[src/rtl/riscv_pkg.sv]
// rtl/riscv_pkg.sv - shared fetch-stage types and defaults
package riscv_pkg;

  localparam logic [63:0] RESET_PC_DEFAULT   = 64'h0000_0000_8000_0000;
  localparam int          FIFO_DEPTH_DEFAULT = 4;

  // Word handed to decode when a misaligned redirect target is reported (addi x0,x0,0)
  localparam logic [31:0] FAULT_NOP_INSTR = 32'h0000_0013;

  typedef struct packed {
    logic [63:0] pc;
    logic [31:0] instr;
  } fetch_entry_t;

  typedef enum logic [1:0] {
    ST_RUN   = 2'd0,
    ST_FAULT = 2'd1,
    ST_HALT  = 2'd2
  } fetch_state_t;

endpackage

[src/rtl/fetch_unit_if.sv]
// rtl/fetch_unit_if.sv - imem request port and decode handshake bundle
// fetch_fault only exists when FETCH_MISALIGN_CHECK_EN is defined.
interface fetch_unit_if;

  logic        imem_req;
  logic [63:0] imem_addr;
  logic        imem_gnt;
  logic        imem_rvalid;
  logic [31:0] imem_rdata;
  logic        instr_valid;
  logic        instr_ready;
  logic [31:0] instr;
  logic [63:0] pc;
`ifdef FETCH_MISALIGN_CHECK_EN
  logic        fetch_fault;

  modport master (
    output imem_req, imem_addr, instr_valid, instr, pc, fetch_fault,
    input  imem_gnt, imem_rvalid, imem_rdata, instr_ready
  );

  modport slave (
    input  imem_req, imem_addr, instr_valid, instr, pc, fetch_fault,
    output imem_gnt, imem_rvalid, imem_rdata, instr_ready
  );
`else
  modport master (
    output imem_req, imem_addr, instr_valid, instr, pc,
    input  imem_gnt, imem_rvalid, imem_rdata, instr_ready
  );

  modport slave (
    input  imem_req, imem_addr, instr_valid, instr, pc,
    output imem_gnt, imem_rvalid, imem_rdata, instr_ready
  );
`endif

endinterface

[src/rtl/fetch_fifo.sv]
// rtl/fetch_fifo.sv - fetch queue with synchronous flush
module fetch_fifo #(
  parameter int  DEPTH   = 4,
  parameter type entry_t = logic [95:0]
) (
  input  logic                    clk_i,
  input  logic                    rst_ni,
  input  logic                    flush_i,
  input  logic                    push_i,
  input  entry_t                  push_data_i,
  input  logic                    pop_i,
  output entry_t                  pop_data_o,
  output logic [$clog2(DEPTH):0]  count_o
);

  localparam int              AW   = $clog2(DEPTH);
  localparam logic [AW:0]     FULL = (AW+1)'(DEPTH);

  entry_t        mem_q [DEPTH];
  logic [AW-1:0] wr_ptr_q, wr_ptr_d;
  logic [AW-1:0] rd_ptr_q, rd_ptr_d;
  logic [AW:0]   count_q, count_d;
  logic          do_push, do_pop;

  // Flush cancels any same-cycle push or pop; popping an empty queue is ignored
  always_comb begin
    do_push  = push_i && !flush_i;
    do_pop   = pop_i && !flush_i && (count_q != '0);
    wr_ptr_d = wr_ptr_q + AW'(do_push);
    rd_ptr_d = rd_ptr_q + AW'(do_pop);
    count_d  = count_q + (AW+1)'(do_push) - (AW+1)'(do_pop);
    if (flush_i) begin
      wr_ptr_d = '0;
      rd_ptr_d = '0;
      count_d  = '0;
    end
  end

  // Pointer and occupancy registers
  always_ff @(posedge clk_i) begin
    if (!rst_ni) begin
      wr_ptr_q <= '0;
      rd_ptr_q <= '0;
      count_q  <= '0;
    end else begin
      wr_ptr_q <= wr_ptr_d;
      rd_ptr_q <= rd_ptr_d;
      count_q  <= count_d;
    end
  end

  // Storage is cleared on reset so the head reads as zero before the first push
  always_ff @(posedge clk_i) begin
    if (!rst_ni) begin
      for (int i = 0; i < DEPTH; i++) begin
        mem_q[i] <= '0;
      end
    end else if (do_push) begin
      mem_q[wr_ptr_q] <= push_data_i;
    end
  end

  assign pop_data_o = mem_q[rd_ptr_q];
  assign count_o    = count_q;

  // Upstream credit accounting must keep the queue from ever being pushed while full
  a_no_overflow: assert property (@(posedge clk_i) disable iff (!rst_ni)
    !(do_push && (count_q == FULL)));

endmodule

[src/rtl/fetch_unit.sv]
// rtl/fetch_unit.sv - instruction fetch stage feeding decode
// Optional misaligned-redirect fault handling: FETCH_MISALIGN_CHECK_EN.
module fetch_unit
  import riscv_pkg::*;
#(
  parameter logic [63:0] RESET_PC   = RESET_PC_DEFAULT,
  parameter int          FIFO_DEPTH = FIFO_DEPTH_DEFAULT
) (
  input  logic         clk_i,
  input  logic         rst_ni,
  input  logic         redirect_i,
  input  logic [63:0]  redirect_pc_i,
  fetch_unit_if.master fetch_bus
);

  localparam int          CW      = $clog2(FIFO_DEPTH) + 1;
  localparam logic [CW:0] DEPTH_L = (CW+1)'(FIFO_DEPTH);

  logic [63:0]   pc_q, pc_d;
  logic [63:0]   resp_pc_q, resp_pc_d;
  logic [CW-1:0] outstanding_q, outstanding_d;
  logic [CW-1:0] discard_q, discard_d;
  logic [CW-1:0] count;
  logic [63:0]   target_pc;
  logic          run, fault_present;
  logic          credit_ok, req, grant, rvalid, drop, push, valid, pop;
  fetch_entry_t  push_entry, head_entry;

`ifdef FETCH_MISALIGN_CHECK_EN
  fetch_state_t state_q, state_d;

  assign target_pc = redirect_pc_i;

  // FSM state register
  always_ff @(posedge clk_i) begin
    if (!rst_ni) begin
      state_q <= ST_RUN;
    end else begin
      state_q <= state_d;
    end
  end

  // Next state; FAULT presents its single entry only once all stale responses have drained
  always_comb begin
    state_d       = state_q;
    run           = 1'b0;
    fault_present = 1'b0;
    unique case (state_q)
      ST_RUN:   run = 1'b1;
      ST_FAULT: begin
        fault_present = !redirect_i && (discard_q == '0) && (outstanding_q == '0);
        if (fault_present && fetch_bus.instr_ready) begin
          state_d = ST_HALT;
        end
      end
      default:  ;
    endcase
    if (redirect_i) begin
      state_d = (redirect_pc_i[1:0] != 2'b00) ? ST_FAULT : ST_RUN;
    end
  end

  assign fetch_bus.fetch_fault = fault_present;
`else
  // Without fault checking the low target bits are simply ignored
  assign target_pc     = redirect_pc_i & ~64'h3;
  assign run           = 1'b1;
  assign fault_present = 1'b0;
`endif

  // Request credit, response steering and decode handshake
  always_comb begin
    credit_ok  = ({1'b0, outstanding_q} + {1'b0, count}) < DEPTH_L;
    // Gated by reset so no request leaks out while the registers are being cleared
    req        = rst_ni && run && !redirect_i && credit_ok;
    grant      = req && fetch_bus.imem_gnt;
    rvalid     = fetch_bus.imem_rvalid;
    drop       = rvalid && (discard_q != '0);
    push       = rvalid && !drop && !redirect_i;
    valid      = (run && (count != '0) && !redirect_i) || fault_present;
    pop        = valid && fetch_bus.instr_ready;
    push_entry = '{pc: resp_pc_q, instr: fetch_bus.imem_rdata};
  end

  // Next-state for PCs and in-flight accounting; redirect overrides everything else
  always_comb begin
    pc_d          = pc_q;
    resp_pc_d     = resp_pc_q;
    outstanding_d = outstanding_q + CW'(grant) - CW'(rvalid);
    discard_d     = discard_q - CW'(drop);
    if (redirect_i) begin
      pc_d      = target_pc;
      resp_pc_d = target_pc;
      // outstanding_q already counts words still marked for discard, so every
      // response still in flight after this cycle is stale
      discard_d = outstanding_q - CW'(rvalid);
    end else begin
      if (grant) pc_d = pc_q + 64'd4;
      if (push)  resp_pc_d = resp_pc_q + 64'd4;
    end
  end

  // Fetch datapath registers
  always_ff @(posedge clk_i) begin
    if (!rst_ni) begin
      pc_q          <= RESET_PC;
      resp_pc_q     <= RESET_PC;
      outstanding_q <= '0;
      discard_q     <= '0;
    end else begin
      pc_q          <= pc_d;
      resp_pc_q     <= resp_pc_d;
      outstanding_q <= outstanding_d;
      discard_q     <= discard_d;
    end
  end

  fetch_fifo #(
    .DEPTH   (FIFO_DEPTH),
    .entry_t (fetch_entry_t)
  ) u_fifo (
    .clk_i       (clk_i),
    .rst_ni      (rst_ni),
    .flush_i     (redirect_i),
    .push_i      (push),
    .push_data_i (push_entry),
    .pop_i       (pop && run),
    .pop_data_o  (head_entry),
    .count_o     (count)
  );

  assign fetch_bus.imem_req    = req;
  assign fetch_bus.imem_addr   = pc_q;
  assign fetch_bus.instr_valid = valid;
  assign fetch_bus.instr       = fault_present ? FAULT_NOP_INSTR : head_entry.instr;
  assign fetch_bus.pc          = fault_present ? pc_q : head_entry.pc;

endmodule

[src/flat_wrapper.sv]
// flat-port wrapper written by rule: the top's interface ports become plain ports
module fetch_unit_flat import riscv_pkg::*;
#(
  parameter logic [63:0] RESET_PC   = RESET_PC_DEFAULT,
  parameter int          FIFO_DEPTH = FIFO_DEPTH_DEFAULT
)
  (clk_i, rst_ni, redirect_i, redirect_pc_i, fetch_bus_imem_req, fetch_bus_imem_addr, fetch_bus_instr_valid, fetch_bus_instr, fetch_bus_pc, fetch_bus_imem_gnt, fetch_bus_imem_rvalid, fetch_bus_imem_rdata, fetch_bus_instr_ready);
  fetch_unit_if fetch_bus_i ();
  input  logic clk_i;
  input  logic rst_ni;
  input  logic redirect_i;
  input  logic [63:0] redirect_pc_i;
  output wire logic [$bits(fetch_bus_i.imem_req)-1:0] fetch_bus_imem_req;
  output wire logic [$bits(fetch_bus_i.imem_addr)-1:0] fetch_bus_imem_addr;
  output wire logic [$bits(fetch_bus_i.instr_valid)-1:0] fetch_bus_instr_valid;
  output wire logic [$bits(fetch_bus_i.instr)-1:0] fetch_bus_instr;
  output wire logic [$bits(fetch_bus_i.pc)-1:0] fetch_bus_pc;
  input wire logic [$bits(fetch_bus_i.imem_gnt)-1:0] fetch_bus_imem_gnt;
  input wire logic [$bits(fetch_bus_i.imem_rvalid)-1:0] fetch_bus_imem_rvalid;
  input wire logic [$bits(fetch_bus_i.imem_rdata)-1:0] fetch_bus_imem_rdata;
  input wire logic [$bits(fetch_bus_i.instr_ready)-1:0] fetch_bus_instr_ready;
  assign fetch_bus_imem_req = fetch_bus_i.imem_req;
  assign fetch_bus_imem_addr = fetch_bus_i.imem_addr;
  assign fetch_bus_instr_valid = fetch_bus_i.instr_valid;
  assign fetch_bus_instr = fetch_bus_i.instr;
  assign fetch_bus_pc = fetch_bus_i.pc;
  assign fetch_bus_i.imem_gnt = fetch_bus_imem_gnt;
  assign fetch_bus_i.imem_rvalid = fetch_bus_imem_rvalid;
  assign fetch_bus_i.imem_rdata = fetch_bus_imem_rdata;
  assign fetch_bus_i.instr_ready = fetch_bus_instr_ready;
  fetch_unit #(.RESET_PC(RESET_PC), .FIFO_DEPTH(FIFO_DEPTH)) u_core (.clk_i(clk_i), .rst_ni(rst_ni), .redirect_i(redirect_i), .redirect_pc_i(redirect_pc_i), .fetch_bus(fetch_bus_i));
endmodule
[config.mk]
export PLATFORM = sky130hd
export DESIGN_NAME = fetch_unit_flat
export DESIGN_NICKNAME = d
export VERILOG_FILES = /design/src/rtl/riscv_pkg.sv /design/src/rtl/fetch_unit_if.sv /design/src/rtl/fetch_fifo.sv /design/src/rtl/fetch_unit.sv /design/src/flat_wrapper.sv
export SDC_FILE = /design/constraint.sdc
export NUM_CORES = 1
export LEC_CHECK = 0
export CORE_ASPECT_RATIO = 0.75
export CORE_MARGIN = 2
export CORE_UTILIZATION = 28
export DETAILED_ROUTE_END_ITERATION = 8
export HOLD_SLACK_MARGIN = 0.08
export MAX_ROUTING_LAYER = met4
export SYNTH_ARGS = -nofsm -noshare
export SYNTH_HDL_FRONTEND = slang
export SYNTH_SLANG_ARGS = --single-unit
[constraint.sdc]
create_clock -name clk_i -period 13.2 [get_ports clk_i]
set_clock_uncertainty 0.2 [all_clocks]
set_input_delay 1.32 -clock clk_i [delete_from_list [all_inputs] [get_ports clk_i]]
set_output_delay 1.32 -clock clk_i [all_outputs]
set_load 0.01 [all_outputs]
==> flow_summary.toml <==
[synthesis]
async_reset_ff_share_pct = 0
synth_flop_cell = "edfxtp_1"
postSynthRegisterBits = 513
syn_area_per_cell_um2 = 12.6
yosys.area.top_type_share_pct = 48.2
yosysUniqueCellTypes = 52
synth_seq_area_share_pct = 59.9
syn-instance-count = 1854
synth_area_mm2 = 0.0234
yosys_warnings = 0
synth_top_area_cell = "edfxtp_1"
synth-edff-count = 376
synth_area_leaders = "edfxtp_1 (48%), dfxtp_1 (12%), mux4_2 (9.0%)"

[grt]
grt_pass1_wl_um = 105000
grt_max_degree = 95
track_usage_pct = 16.9
antenna_found_initial = 1
first_global_vias = 15800
gr-total-overflow = 0

[drt]
via_per_inst = 4.94
drt_iter0_drc = 1597
drcViolationCount = 0
detail_route.wl_per_cell_um = 22.2
routed_wl_um = 71600
ant_nets = 0
firstDrtPassIters = 5
num_vias = 15900

[floorplan]
fp.dieW_um = 338
die_h_um = 255
row_count = 91
start_util_pct = 28.4
core_area_mm2 = 0.0825
ios = 264
die_area_mm2 = 0.0861

[worst_setup_path]
path_cells = "buf_4 -> buf_4 -> mux4_2 -> clkdlybuf4s50_1"
cp_top_family = "buffers and inverters"
required_ns = 11.68
cp_num_buf_inv = 3
cpMostUsedCell = "buf_4"
critPathLaunchType = "flop"
path_max_fanout = 35
critPathCaptureType = "output pin"
crit_type = "flop to output pin"
critPathSlowestCell = "dfxtp_4"
arrival_ns = 4.12
critPathMaxStageDelay_ns = 0.82
r2r-start = "u_core.discard_q[2]"
startpoint = "u_core.u_fifo.rd_ptr_q[0]"

[clock_tree]
cts_tree = "done"
h-tree-depth = 2
hold_buffers = 0
cts_made_buffers = 54
cts_root_buffer = "clkbuf_16"
ctsResizeCount = 0
cts_buffer_depth = 3
post_cts_buffers = 0
insertion_delay_ns = 0.65
cts.sinks = 513
clk_pin_slew_worst_paths_ns = 0.06

[worst_hold_path]
hold_path_class = "flop to flop"
worstHoldStart = "u_core.fetch_bus.imem_addr[59]"

[power_and_ir_drop]
clkPwrFrac_pct = 40.3
vdd_drop_max_v = 0.0000867
p_leak_uw = 0.0100
p_sw_uw = 948
swShare_pct = 24.9
power_frac_seq_pct = 49.8
intPower_uw = 2860
combPwrFrac_pct = 10.0
power.density_mw_per_mm2 = 132

[finish]
syn_to_final_growth_pct = 23.3
fin_util_pct = 35.0
final_nets = 2177
layout-drive-gt1-share_pct = 10.4

[sta]
fmax_ghz = 0.177
period_needed_ns = 5.64
slew_headroom_pct = 20.4
worst_slew_pin_slew_ns = 1.19
grt_setup_unrepaired = "false"
setup_tns_ns = 0
drv_slew = 0
finalSetupViolCount = 0
finalHoldViolCount = 0
fin_crit_sh_pct = 42.7

[place]
routabilityCongestion = 0.870
portBuffers = 257
dp_hpwl_um = 45900

[outcome]
status = "completed"

[run]
cap_violations = 0
[synth_stat cells, types with 4 or more instances]
| master | count |
|---|---|
| nand2b_1 | 4 |
| and3_1 | 112 |
| xor2_1 | 49 |
| or3_1 | 8 |
| ha_1 | 12 |
| nor4_1 | 34 |
| or4_1 | 5 |
| a21oi_1 | 98 |
| o31ai_1 | 6 |
| clkbuf_1 | 112 |
| nor3b_1 | 4 |
| a22o_1 | 9 |
| nor2_1 | 52 |
| nand4_1 | 40 |
| edfxtp_1 | 376 |
| and4_1 | 5 |
| nand3_1 | 56 |
| mux4_2 | 94 |
| and2_1 | 287 |
| nor3_1 | 33 |
| a31oi_1 | 10 |
| o21ai_0 | 73 |
| buf_4 | 4 |
| dfxtp_1 | 137 |
| buf_1 | 12 |
| inv_1 | 28 |
| nand2_1 | 87 |
| xnor2_1 | 68 |
[metal layers]
layer  track usage [%]  up-vias  routed length (um)
met5                 -        -                   0
met4              3.34        0                1140
met3              3.28       83                6080
met2              25.6      623               32100
met1              23.5     7991               32200
li1                  -     7231                   -
[sequential cells by signal (all words and copies together), names as in the netlist]
name / count
u_core.discard_q: 3
u_core.outstanding_q: 3
u_core.u_fifo.count_o: 3
u_core.u_fifo.wr_ptr_q: 2
u_core.fetch_bus.imem_addr: 62
u_core.u_fifo.rd_ptr_q: 2
u_core.resp_pc_q: 62
u_core.u_fifo.mem_q: 376
[area by class of cell]
cell class / instances / area (um2)
Clock inverter: 32 / 333
Fill cell: 7954 / 53700
Clock buffer: 68 / 1430
Inverter: 28 / 108
Antenna cell: 3 / 7.51
Tap cell: 1116 / 1400
Timing Repair Buffer: 279 / 2730
Sequential cell: 513 / 14000
Multi-Input combinational cell: 1185 / 8850
[through the flow]
stage                     power [uW]  setup slack, ns  hold WS [ns]  cell area (um2)  std cells
after floorplan                 2090             7.20         0.293            23400       1857
after global placement          2300             6.85         0.310            27100       3121
after CTS                       3840             7.37         0.327            28900       3221
final                           3810             7.56         0.331            28900       3224
after detailed placement        2310             6.87         0.318            27100       3121
after global routing            3950             7.23         0.378            28900       3221
[cells in the final DEF, fill, tap and decap left out, drive strengths merged, types with 4 or more instances in the layout]
master,n
edfxtp,376
and2,288
clkdlybuf4s50,256
dfxtp,137
and3,112
a21oi,98
mux4,94
nand2,87
o21ai,73
xnor2,68
clkbuf,68
nand3,56
nor2,52
xor2,49
nand4,40
nor4,34
nor3,33
inv,30
buf,23
clkinv,23
ha,12
a31oi,10
or3,10
a22o,9
o31ai,6
or4,5
and4,5
bufinv,5
conb,4
nand2b,4
nor3b,4
[tightest hold or removal path, delay by kind of cell (launching register included)]
family | cells | cell delay, ns
flip-flops | 1 | 0.34
AO/OA/AOI/OAI | 2 | 0.14
[power by group through the flow]
| stage | logic, uW | registers (uW) | clock network [uW] |
|---|---|---|---|
| 2_1_floorplan | 186 | 1900 | 0 |
| 3_3_place_gp | 382 | 1920 | 0 |
| 3_5_place_dp | 384 | 1930 | 0 |
| 4_1_cts | 385 | 1890 | 1570 |
| 5_1_grt | 411 | 1900 | 1630 |
| 6_report | 379 | 1890 | 1530 |
[logic make-up (layout without fill, tap and decap cells)]
kind of cell               count (synthesis)  after routing  share of synthesized area [%]
AOI/OAI and AO/OA                        210            210                           4.93
xor gates and xnor gates                 117            117                           4.37
DFF                                      513            513                           59.9
buffers and inverters                    159            407                           2.68
other                                      1              7                         0.0160
and+or+nand+nor                          742            742                           18.1
adders and majority gates                 14             14                          0.812
muxes                                     98             98                           9.21
[final timing paths]
kind	to	slack, ns	cells after the start
max reg2reg	u_core.u_fifo.mem_q[1][72]	8.91	6
max	fetch_bus_pc[43]	7.56	4
min reg2reg	u_core.fetch_bus.imem_addr[59]	0.33	2
min	u_core.fetch_bus.imem_addr[59]	0.33	2
(Power assumes the default switching activity.)
